### src/rtl/goldschmidt_round.sv
// Goldschmidt divider finishing stage: overestimate correction,
// rounding, and a small result FIFO behind a valid/ready handshake.
module goldschmidt_round #(
    parameter int WIDTH  = 30,
    parameter int RWIDTH = 24,
    parameter int DEPTH  = 2
) (
    input  logic                       clk,
    input  logic                       reset,
    input  logic                       in_valid,
    input  logic [WIDTH-1:0]           quotient,
    input  logic                       rem_sign,
    input  logic                       rem_zero,
    input  logic [1:0]                 rmode,
    output logic                       out_valid,
    input  logic                       out_ready,
    output logic [RWIDTH-1:0]          out_result,
    output logic                       out_inexact,
    output logic                       out_ovf,
    output logic                       out_unf,
    output logic                       overrun,
    output logic [$clog2(DEPTH):0]     level
);

    localparam int G  = WIDTH - RWIDTH;
    localparam int AW = $clog2(DEPTH);
    localparam int EW = RWIDTH + 3;

    logic             s1_valid;
    logic [WIDTH-1:0] s1_q;
    logic             s1_sign;
    logic             s1_zero;
    logic [1:0]       s1_mode;

    always_ff @(posedge clk or posedge reset) begin
        if (reset) begin
            s1_valid <= 1'b0;
            s1_q     <= '0;
            s1_sign  <= 1'b0;
            s1_zero  <= 1'b0;
            s1_mode  <= 2'b00;
        end else begin
            s1_valid <= in_valid;
            if (in_valid) begin
                s1_q    <= quotient;
                s1_sign <= rem_sign;
                s1_zero <= rem_zero;
                s1_mode <= rmode;
            end
        end
    end

    logic             exact;
    logic             unf;
    logic [WIDTH-1:0] qc;
    logic [RWIDTH-1:0] t;
    logic [G-1:0]     g;
    logic             half;
    logic             rest;
    logic             inexact;
    logic             inc;
    logic [RWIDTH:0]  sum;
    logic [RWIDTH-1:0] r;
    logic             ovf;

    // An overestimate can never also be exact; treat that pair as inexact.
    assign exact   = s1_zero & ~s1_sign;
    assign unf     = (s1_q == '0) & s1_sign;
    assign qc      = unf ? '0 : s1_q - {{(WIDTH-1){1'b0}}, s1_sign};
    assign t       = qc[WIDTH-1 -: RWIDTH];
    assign g       = qc[G-1:0];
    assign half    = g[G-1];
    assign rest    = (|g[G-2:0]) | ~exact;
    assign inexact = (|g) | ~exact;

    always_comb begin
        inc = 1'b0;
        unique case (1'b1)
            (s1_mode == 2'b01): inc = half & (rest | t[0]);
            (s1_mode == 2'b10): inc = inexact;
            default:            inc = 1'b0;
        endcase
    end

    assign sum = {1'b0, t} + {{RWIDTH{1'b0}}, inc};
    assign ovf = sum[RWIDTH];
    assign r   = ovf ? {RWIDTH{1'b1}} : sum[RWIDTH-1:0];

    logic             s2_valid;
    logic [EW-1:0]    s2_entry;

    always_ff @(posedge clk or posedge reset) begin
        if (reset) begin
            s2_valid <= 1'b0;
            s2_entry <= '0;
        end else begin
            s2_valid <= s1_valid;
            if (s1_valid)
                s2_entry <= {r, inexact, ovf, unf};
        end
    end

    logic [EW-1:0] mem [DEPTH];
    logic [AW-1:0] wr_ptr;
    logic [AW-1:0] rd_ptr;
    logic          full;
    logic          push;
    logic          pop;
    logic [EW-1:0] head;

    assign full      = (level == DEPTH[AW:0]);
    assign out_valid = (level != '0);
    assign pop       = out_valid & out_ready;
    assign push      = s2_valid & (~full | pop);

    always_ff @(posedge clk) begin
        if (push)
            mem[wr_ptr] <= s2_entry;
    end

    always_ff @(posedge clk or posedge reset) begin
        if (reset) begin
            wr_ptr  <= '0;
            rd_ptr  <= '0;
            level   <= '0;
            overrun <= 1'b0;
        end else begin
            if (push)
                wr_ptr <= wr_ptr + 1'b1;
            if (pop)
                rd_ptr <= rd_ptr + 1'b1;
            unique case ({push, pop})
                2'b10:   level <= level + 1'b1;
                2'b01:   level <= level - 1'b1;
                default: level <= level;
            endcase
            if (s2_valid & full & ~pop)
                overrun <= 1'b1;
        end
    end

    // Storage is not reset, so the head is masked while empty.
    assign head        = out_valid ? mem[rd_ptr] : '0;
    assign out_result  = head[EW-1:3];
    assign out_inexact = head[2];
    assign out_ovf     = head[1];
    assign out_unf     = head[0];

endmodule

### config.mk
export PLATFORM = sky130hd
export DESIGN_NAME = goldschmidt_round
export DESIGN_NICKNAME = d
export VERILOG_FILES = /design/src/rtl/goldschmidt_round.sv
export SDC_FILE = /design/constraint.sdc
export NUM_CORES = 1
export LEC_CHECK = 0
export CAP_MARGIN = 5
export CORE_ASPECT_RATIO = 0.9
export CORE_MARGIN = 5
export CORE_UTILIZATION = 60
export DETAILED_ROUTE_END_ITERATION = 7
export GPL_TIMING_DRIVEN = 0
export HOLD_SLACK_MARGIN = 0.12
export PLACE_DENSITY = 0.93
export SLEW_MARGIN = 30
export SYNTH_ARGS = -nofsm -noshare
export SYNTH_HDL_FRONTEND = slang
export SYNTH_SLANG_ARGS = --single-unit
### constraint.sdc
create_clock -name clk -period 12.24 [get_ports clk]
set_clock_uncertainty 0.15 [all_clocks]
set_input_delay 3.06 -clock clk [delete_from_list [all_inputs] [get_ports clk]]
set_output_delay 3.06 -clock clk [all_outputs]
set_load 0.005 [all_outputs]
Word level (Yosys, flattened, before mapping)
Memory sizes are Yosys's and may differ from the RTL's.
Index checks and enable logic that the tools add are counted.
- input bits: 38
- memories: 1
- register bits: 68
- word-level logic and storage cells: 50
- output and inout port bits: 31
- RAM bits: 54
- memories (name ; words ; width ; read ports ; clocked after Yosys merged registers in ; wr ports ; line ; RTL):
    mem ; 2 ; 27 ; 1 ; 0 ; 1 ; 103 ; logic [EW-1:0] mem [DEPTH];
- multiplexer cells: 7
- bitwise gates (word level): 15
- equality and inequality tests: 5
- add/subtract/negate cells: 6
- reduce and logical (&&, ||, !) cells: 5
- operator list (kind ; count):
    30-bit logical NOT ; 1
    30-bit 2-to-1 mux ; 1
    30-bit by 1-bit subtractor with 30-bit output ; 1
    27-bit 2-to-1 mux ; 1
    24-bit by 1-bit adder with 25-bit output ; 1
    24-bit 2-to-1 mux ; 1
    1-bit bitwise AND ; 7
    2-bit equality test (second input constant) ; 3
    6-bit OR reduction ; 1
    5-bit OR reduction ; 1
    2-bit by 1-bit equality test with 1-bit output (second input constant) ; 2
    1-bit inverter ; 4
    1-bit bitwise OR ; 4
    2-bit case mux with 2 select lines ; 1
    2-bit nonzero test ; 2
    1-bit adder (second input constant) ; 2
    2-bit by 1-bit adder with 2-bit output (second input constant) ; 1
    1-bit 2-to-1 mux ; 2
    1-bit case mux with 2 select lines ; 1
    2-bit by 1-bit subtractor with 2-bit output (second input constant) ; 1

Logic depth before layout (Yosys ltp)
Gate-level depths: netlist (run 1).
- depth after elaboration: 10
- depth in mapped cells: 16
- gate-level depth less buffers: 16

Least setup slack after synthesis (run 1)
Ideal clock, no wire load.
- kind: input port to flip-flop
- start: in out_ready
- end: mem mem[0][0] (netlist name) (enable)
- slack: 7.186 ns
- required time: 11.679 ns
- stages on the path: 4
- buffers on the path: 0
- arrival time: 4.493 ns
- setup time: 0.411 ns
- cell sequence: inv_1 -> nand2_1 -> o21ai_0 -> nor2_1
- cells in the longest elaborated chain, start to end: 5
- ends and longest elaborated chain (item ; line ; RTL):
    start: declaration ; 16 ; input logic out_ready,
    1-bit bitwise AND ; 113 ; assign pop = out_valid & out_ready;
    1-bit bitwise OR ; 114 ; assign push = s2_valid & (~full | pop);
    1-bit bitwise AND ; 114 ;
    1-bit 2-to-1 mux ; 117 ; if (push)
    1-bit 2-to-1 mux (not written as such) ; 118 ; mem[wr_ptr] <= s2_entry;
    end: declaration ; 103 ;
No other way between the ends.

Worst setup path in the final report (run 1)
- start: reg rd_ptr
- end: out out_result[12]
- cells in the longest elaborated chain, start to end: 2
- ends and longest elaborated chain (item ; line ; RTL):
    start: declaration ; 105 ; logic [AW-1:0] rd_ptr;
    start signal: assignment ; 131 ; rd_ptr <= rd_ptr + 1'b1;
    memory 2 x 27 bit ; -- ;
    27-bit 2-to-1 mux ; 143 ; assign head = out_valid ? mem[rd_ptr] : '0;
    end: declaration ; 17 ; output logic [RWIDTH-1:0] out_result,
No other way between the ends.

==> results of run 1 <==
==> report_power, final <==
group          internal, uW  switching [uW]  leakage (uW)
Sequential              509            47.7       0.00129
Combinational           214             197       0.00131
Clock                   286             190      0.000263
==> worst reg2reg max path, delay by kind of cell (launching register included) <==
family	cells	cell delay (ns)
compound gates	3	0.70
xor+xnor	1	0.10
fa+ha+maj	3	0.86
buf+inv	1	0.09
flops	1	0.38
mux	2	0.67
simple gates	5	1.77
==> metrics by stage <==
| step | utilization | hold slack (ns) | cells |
|---|---|---|---|
| 6_report | 0.758 | 0.238 | 777 |
| 4_1_cts | 0.758 | 0.244 | 777 |
| 3_3_place_gp | 0.694 | 0.231 | 742 |
| 3_5_place_dp | 0.703 | 0.232 | 745 |
| 2_1_floorplan | - | 0.202 | 545 |
| 5_1_grt | 0.758 | 0.247 | 777 |
==> final cells by class <==
type / instances / area, um2
Sequential cell: 122 / 3320
Multi-Input combinational cell: 379 / 2720
Fill cell: 664 / 2460
Timing Repair Buffer: 71 / 756
Clock buffer: 19 / 443
Tap cell: 129 / 161
Clock inverter: 13 / 118
Buffer: 26 / 113
Inverter: 18 / 70.1
==> metal layers <==
layer  part of all wire  up-vias  global-route usage  wire length (um)
met5                  0        -                   0                 0
met4              0.026        0              0.0966               386
met3              0.056       38              0.0541               823
met2               0.51      162               0.423              7460
met1               0.41     2243               0.309              6020
li1                   -     2166                   -                 -
==> synth_stat cells (5+ instances only) <==
library cell	number	area share
a31oi_1	8	0.0081
ha_1	6	0.012
nor4_1	13	0.013
nand3_1	7	0.0056
edfxtp_1	54	0.26
nand4_1	11	0.011
nor3_1	11	0.0089
o21ai_1	7	0.0056
mux2i_1	29	0.047
clkbuf_1	20	0.012
o22a_1	6	0.0085
mux2_2	29	0.053
inv_1	18	0.011
dfrtp_1	68	0.27
nor2_1	70	0.042
nand2_1	38	0.023
o21ai_0	18	0.015
o211ai_1	5	0.0060
o21a_1	6	0.0073
a21oi_1	14	0.011
xor2_1	13	0.018
xnor2_1	24	0.034
==> path summary, 6_finish.rpt <==
| path | startpoint | endpoint | slack, ns | cells after the start |
|---|---|---|---|---|
| max in group asynchronous | reset | s2_entry[4] | 8.54 | 3 |
| hold reg to reg | s1_valid | s2_valid | 0.24 | 0 |
| setup reg to reg | s1_q[0] | s2_entry[25] | 7.40 | 15 |
| min in group asynchronous | reset | s1_q[21] | 2.86 | 2 |
| hold / removal | s1_valid | s2_valid | 0.24 | 0 |
| setup / recovery | rd_ptr | out_result[12] | 6.16 | 5 |
==> cells in the final DEF, fill, tap and decap left out, types with 5 or more instances in the layout <==
master	instances
clkbuf_16	17
a31oi_1	8
xnor2_1	24
mux2_2	29
clkdlybuf4s50_1	68
edfxtp_1	54
nand2_1	38
nor3_1	11
ha_1	6
nand3_1	7
a21oi_1	14
o21a_1	6
o211ai_1	5
o22a_1	6
dfrtp_1	68
clkbuf_1	21
o21ai_1	7
nor2_1	68
nand4_1	11
nor4_1	13
clkinvlp_4	5
inv_1	17
mux2i_1	29
o21ai_0	18
xor2_1	13
==> kinds of logic after synthesis <==
kind of cell | after synthesis | share of synthesized area
XOR/XNOR | 37 | 0.0522
multiplexers | 60 | 0.103
buffers and inverters | 44 | 0.0290
AND/OR/NAND/NOR | 194 | 0.179
AO/OA/AOI/OAI | 82 | 0.0897
adder cells (fa/ha/maj) | 6 | 0.0121
flip-flops | 122 | 0.535
==> sequential cells by signal, indices dropped and copies added (netlist names), 2 cells and up <==
signal	count
level	2
mem	54
s1_mode	2
s1_q	30
s2_entry	27
==> impl_metrics.env, run 1 <==
export IMPL_outcome="finished, final reports clean"
export IMPL_cts_buffers_inserted=17
export IMPL_gp_congestion=0.918
export IMPL_die_area_mm2=0.0125
export IMPL_crit_type="flop to output pin"
export IMPL_hold_violations=0
export IMPL_first_iter_violations=265
export IMPL_routed_wirelength_um=14700
export IMPL_die_width_um=117
export IMPL_max_freq_mhz=164
export IMPL_ys_warn_count=0
export IMPL_gr_total_overflow=0
export IMPL_hp_class="flop to flop"
export IMPL_antennaDiodeCount=0
export IMPL_io_buffers=68
export IMPL_setup_ws_ns=6.16
export IMPL_grt_max_degree=37
export IMPL_vias=4609
export IMPL_tightest_slew_ns=0.796
export IMPL_cts_sinks=122
export IMPL_h_tree_depth=4
export IMPL_core_area_mm2=0.0102
export IMPL_finalMaxSlewViolations=0
export IMPL_start_kind="flop"
export IMPL_cts_buffer_depth=2
export IMPL_row_count=35
export IMPL_root_buffer="clkbuf_16"
export IMPL_crit_top_cell="clkbuf_1"
export IMPL_peakVddDrop_uv=175
export IMPL_syn_to_final_growth_pct=24.1
export IMPL_grt_pass1_vias=4772
export IMPL_post_route_cell_area_mm2=0.00770
export IMPL_syn_inst=545
export IMPL_fin_crit_sh=0.497
export IMPL_cp_num_buf_inv=3
export IMPL_dp_hpwl_um=10500
export IMPL_start_util=0.611
export IMPL_dpl_cell_area_mm2=0.00714
export IMPL_ios=69
export IMPL_antenna_found_initial=0
export IMPL_post_cts_resized=0
export IMPL_p_per_area_mw_per_mm2=187
export IMPL_slowest_delay_ns=0.63
export IMPL_tritoncts="done"
export IMPL_crit_required_ns=9.03
export IMPL_post_cts_buffers=0
export IMPL_ys_types=63
export IMPL_wire_per_inst_um=18.9
export IMPL_vias_per_cell=5.93
export IMPL_maxCapViolCount=0
export IMPL_ys_ff_latch=122
export IMPL_ant_nets=0
export IMPL_cp_cell_sequence="clkbuf_1 -> clkbuf_1 -> mux2i_1 -> nor2_1 -> clkdlybuf4s50_1"
export IMPL_rsz0062_at_grt="false"
export IMPL_synth_fp_nets=589
export IMPL_path_clk_slew_ns=0.06
export IMPL_nets=679
export IMPL_grt_pass1_wl_um=24100
export IMPL_clk_latency_ns=0.41
export IMPL_first_pass_iters=4
export IMPL_crit_path_top_delay_cell="clkbuf_1"
export IMPL_drive_gt1_frac=0.147
export IMPL_ys_seq_area_frac=0.535
export IMPL_crit_fanout=10
export IMPL_synth_edff_count=54
export IMPL_fp_dieH_um=106
export IMPL_setup_viol=0
export IMPL_synth_area_per_cell_um2=11.4
export IMPL_slew_headroom=0.468
export IMPL_period_minus_slack_ns=6.08
export IMPL_tns_ns=0
export IMPL_total_power_uw=1440
export IMPL_pre_cts_ws_ns=6.62
export IMPL_end_kind="output pin"
export IMPL_cp_top_family="buffers and inverters"
export IMPL_grt_usage=0.250
export IMPL_drcViolationCount=0
export IMPL_leakagePower_uw=0.00287
export IMPL_crit_arrival_ns=2.87
export IMPL_cts_hold_buf=0
export IMPL_synthesis_area_mm2=0.00621
export IMPL_ys_async_sr_fraction=0.557
export IMPL_synth_flop_cell="dfrtp_1"
Power figures use the tool's default switching activity.
==> run 2, diff against run 1 <==
CORE_UTILIZATION = 51   (was 60)
PLACE_DENSITY = 0.85   (was 0.93)
clock period = 5.29 ns   (was 12.24 ns; I/O delays follow)
==> run 2 against run 1 <==
Utilization is 12 points lower. Worst hold slack improved by 0.011 ns. Cell area barely moved. Wire length is 5.0% lower. Non-clock buffer count unchanged. Combinational power increased by 130%. Largest cell class unchanged. Highest routed layer unchanged.
==> impl_metrics.env, run 2 (same netlist as run 1, synthesis figures left out) <==
export IMPL_outcome="finished, final reports clean"
export IMPL_die_area_mm2=0.0145
export IMPL_cts_sinks=122
export IMPL_dp_hpwl_um=10200
export IMPL_io_buffers=68
export IMPL_leakagePower_uw=0.00285
export IMPL_busiest_layer="met2"
export IMPL_gr_total_overflow=0
export IMPL_fp_dieH_um=115
export IMPL_largest_reg_flops=54
export IMPL_r2r_start="s1_q[0]"
export IMPL_cts_buffers_inserted=17
export IMPL_grt_usage=0.203
export IMPL_antennaDiodeCount=0
export IMPL_met3_usage=0.0480
export IMPL_gp_congestion=0.908
export IMPL_layout_common_cells="nor2_1, clkdlybuf4s50_1, dfrtp_1"
export IMPL_root_buffer="clkbuf_16"
export IMPL_regMostFlops="mem"
export IMPL_first_pass_iters=5
export IMPL_crit_path_end="s2_entry[25]"
export IMPL_antenna_found_initial=0
export IMPL_drcViolationCount=0
export IMPL_tightest_slew_ns=0.790
export IMPL_use_met1=0.262
export IMPL_syn_to_final_growth_pct=24.1
export IMPL_tritoncts="done"
export IMPL_vias_per_cell=5.61
export IMPL_cts_hold_buf=0
export IMPL_start_kind="flop"
export IMPL_clkPwrFrac=0.316
export IMPL_drive_gt1_frac=0.136
export IMPL_switching_share=0.287
export IMPL_seqPwrFrac=0.396
export IMPL_maxCapViolCount=0
export IMPL_reg_top3="mem: 54 flops, s1_q: 30 flops, s2_entry: 27 flops"
export IMPL_hold_violations=0
export IMPL_wire_per_inst_um=17.3
export IMPL_p_per_area_mw_per_mm2=420
export IMPL_period_minus_slack_ns=4.53
export IMPL_fin_crit_sh=0.857
export IMPL_hp_class="flop to flop"
export IMPL_cts_buffer_depth=2
export IMPL_h_tree_depth=4
export IMPL_internal_power_uw=2310
export IMPL_grt_max_degree=38
export IMPL_row_count=38
export IMPL_reg2reg_depth=15
export IMPL_multiInputGateArea_mm2=0.00272
export IMPL_tns_ns=0
export IMPL_routed_wirelength_um=13900
export IMPL_first_iter_violations=284
export IMPL_r2r_end="s2_entry[25]"
export IMPL_die_width_um=126
export IMPL_r2r_slack_ns=0.76
export IMPL_setup_viol=0
export IMPL_dpl_cell_area_mm2=0.00718
export IMPL_grt_pass1_vias=4598
export IMPL_grt_use_met2=0.336
export IMPL_seq_area_mm2=0.00332
export IMPL_max_freq_mhz=221
export IMPL_end_kind="flop"
export IMPL_finalMaxSlewViolations=0
export IMPL_path_clk_slew_ns=0.05
export IMPL_nets=679
export IMPL_crit_required_ns=5.44
export IMPL_crit_type="flop to flop"
export IMPL_p_comb_frac=0.288
export IMPL_crit_start="s1_q[0]"
export IMPL_post_cts_resized=0
export IMPL_clk_latency_ns=0.42
export IMPL_post_cts_buffers=0
export IMPL_crit_fanout=9
export IMPL_vias=4529
export IMPL_slew_headroom=0.468
export IMPL_post_route_cell_area_mm2=0.00770
export IMPL_core_area_mm2=0.0120
export IMPL_crit_arrival_ns=4.68
export IMPL_fill_cells=929
export IMPL_start_util=0.518
export IMPL_p_sw_uw=928
export IMPL_rsz0062_at_grt="false"
export IMPL_ant_nets=0
export IMPL_postLayoutCoreUtil=0.643
export IMPL_peakVddDrop_uv=242
export IMPL_grt_pass1_wl_um=23000
export IMPL_ios=69
[run 2: cell types whose count changed in the layout (fill, tap and decap cells not counted), sizes merged]
cell,change
clkinv,+3
clkbuf,+4
clkinvlp,-3
inv,-4
[run 2: worst min-delay path by stage]
stage                     slack, ns        to  startpoint  cells after the start
after global placement         0.24  s2_valid    s1_valid                      0
final                          0.25  s2_valid    s1_valid                      0
after global routing           0.27  s2_valid    s1_valid                      0
after CTS                      0.26  s2_valid    s1_valid                      0
after detailed placement       0.25  s2_valid    s1_valid                      0
after floorplan                0.20  s2_valid    s1_valid                      0
[run 2: worst max-delay path, stage by stage, from the launching register on]
cell and delay, ns:
dfrtp_1 0.37, inv_1 0.07, ha_1 0.21, or4b_1 0.53, nor2_1 0.15, xnor2_1 0.08, nor2_1 0.21, o21ai_0 0.16
a221oi_1 0.30, ha_1 0.34, ha_1 0.23, o21ai_1 0.19, nor4b_4 0.60, nand4_1 0.19, mux2_1 0.37, mux2_2 0.27
[run 2: metrics by stage]
stage               power, uW  std cells  setup slack, ns  hold slack (ns)
global placement         2160        773            0.859            0.242
detailed placement       2230        776            0.810            0.250
finish                   3240        808            0.757            0.249
global route             3390        808            0.461            0.274
floorplan                1750        545             1.39            0.202
CTS                      3270        808            0.772            0.262
[run 2: layer usage]
metal,vias to the layer above,wire length [um]
li1,2175,-
met1,2202,6230
met2,138,6870
met3,14,708
met4,0,146
met5,-,0
[run 2: layout make-up]
cell class              instances  share of cell area
clock buffers                  23              0.0581
flip-flops and latches        122               0.431
well taps                     160              0.0260
clock inverters                 9             0.00991
repair buffers                 71              0.0981
plain buffers                  26              0.0146
inverters                      18             0.00909
multi-input cells             379               0.353
[run 2: power groups by stage]
stage	clock (uW)	combinational [uW]	sequential (uW)
6_report	1020	931	1280
5_1_grt	1080	1020	1300
4_1_cts	1050	945	1280
3_5_place_dp	0	936	1300
3_3_place_gp	0	873	1280
2_1_floorplan	0	485	1270
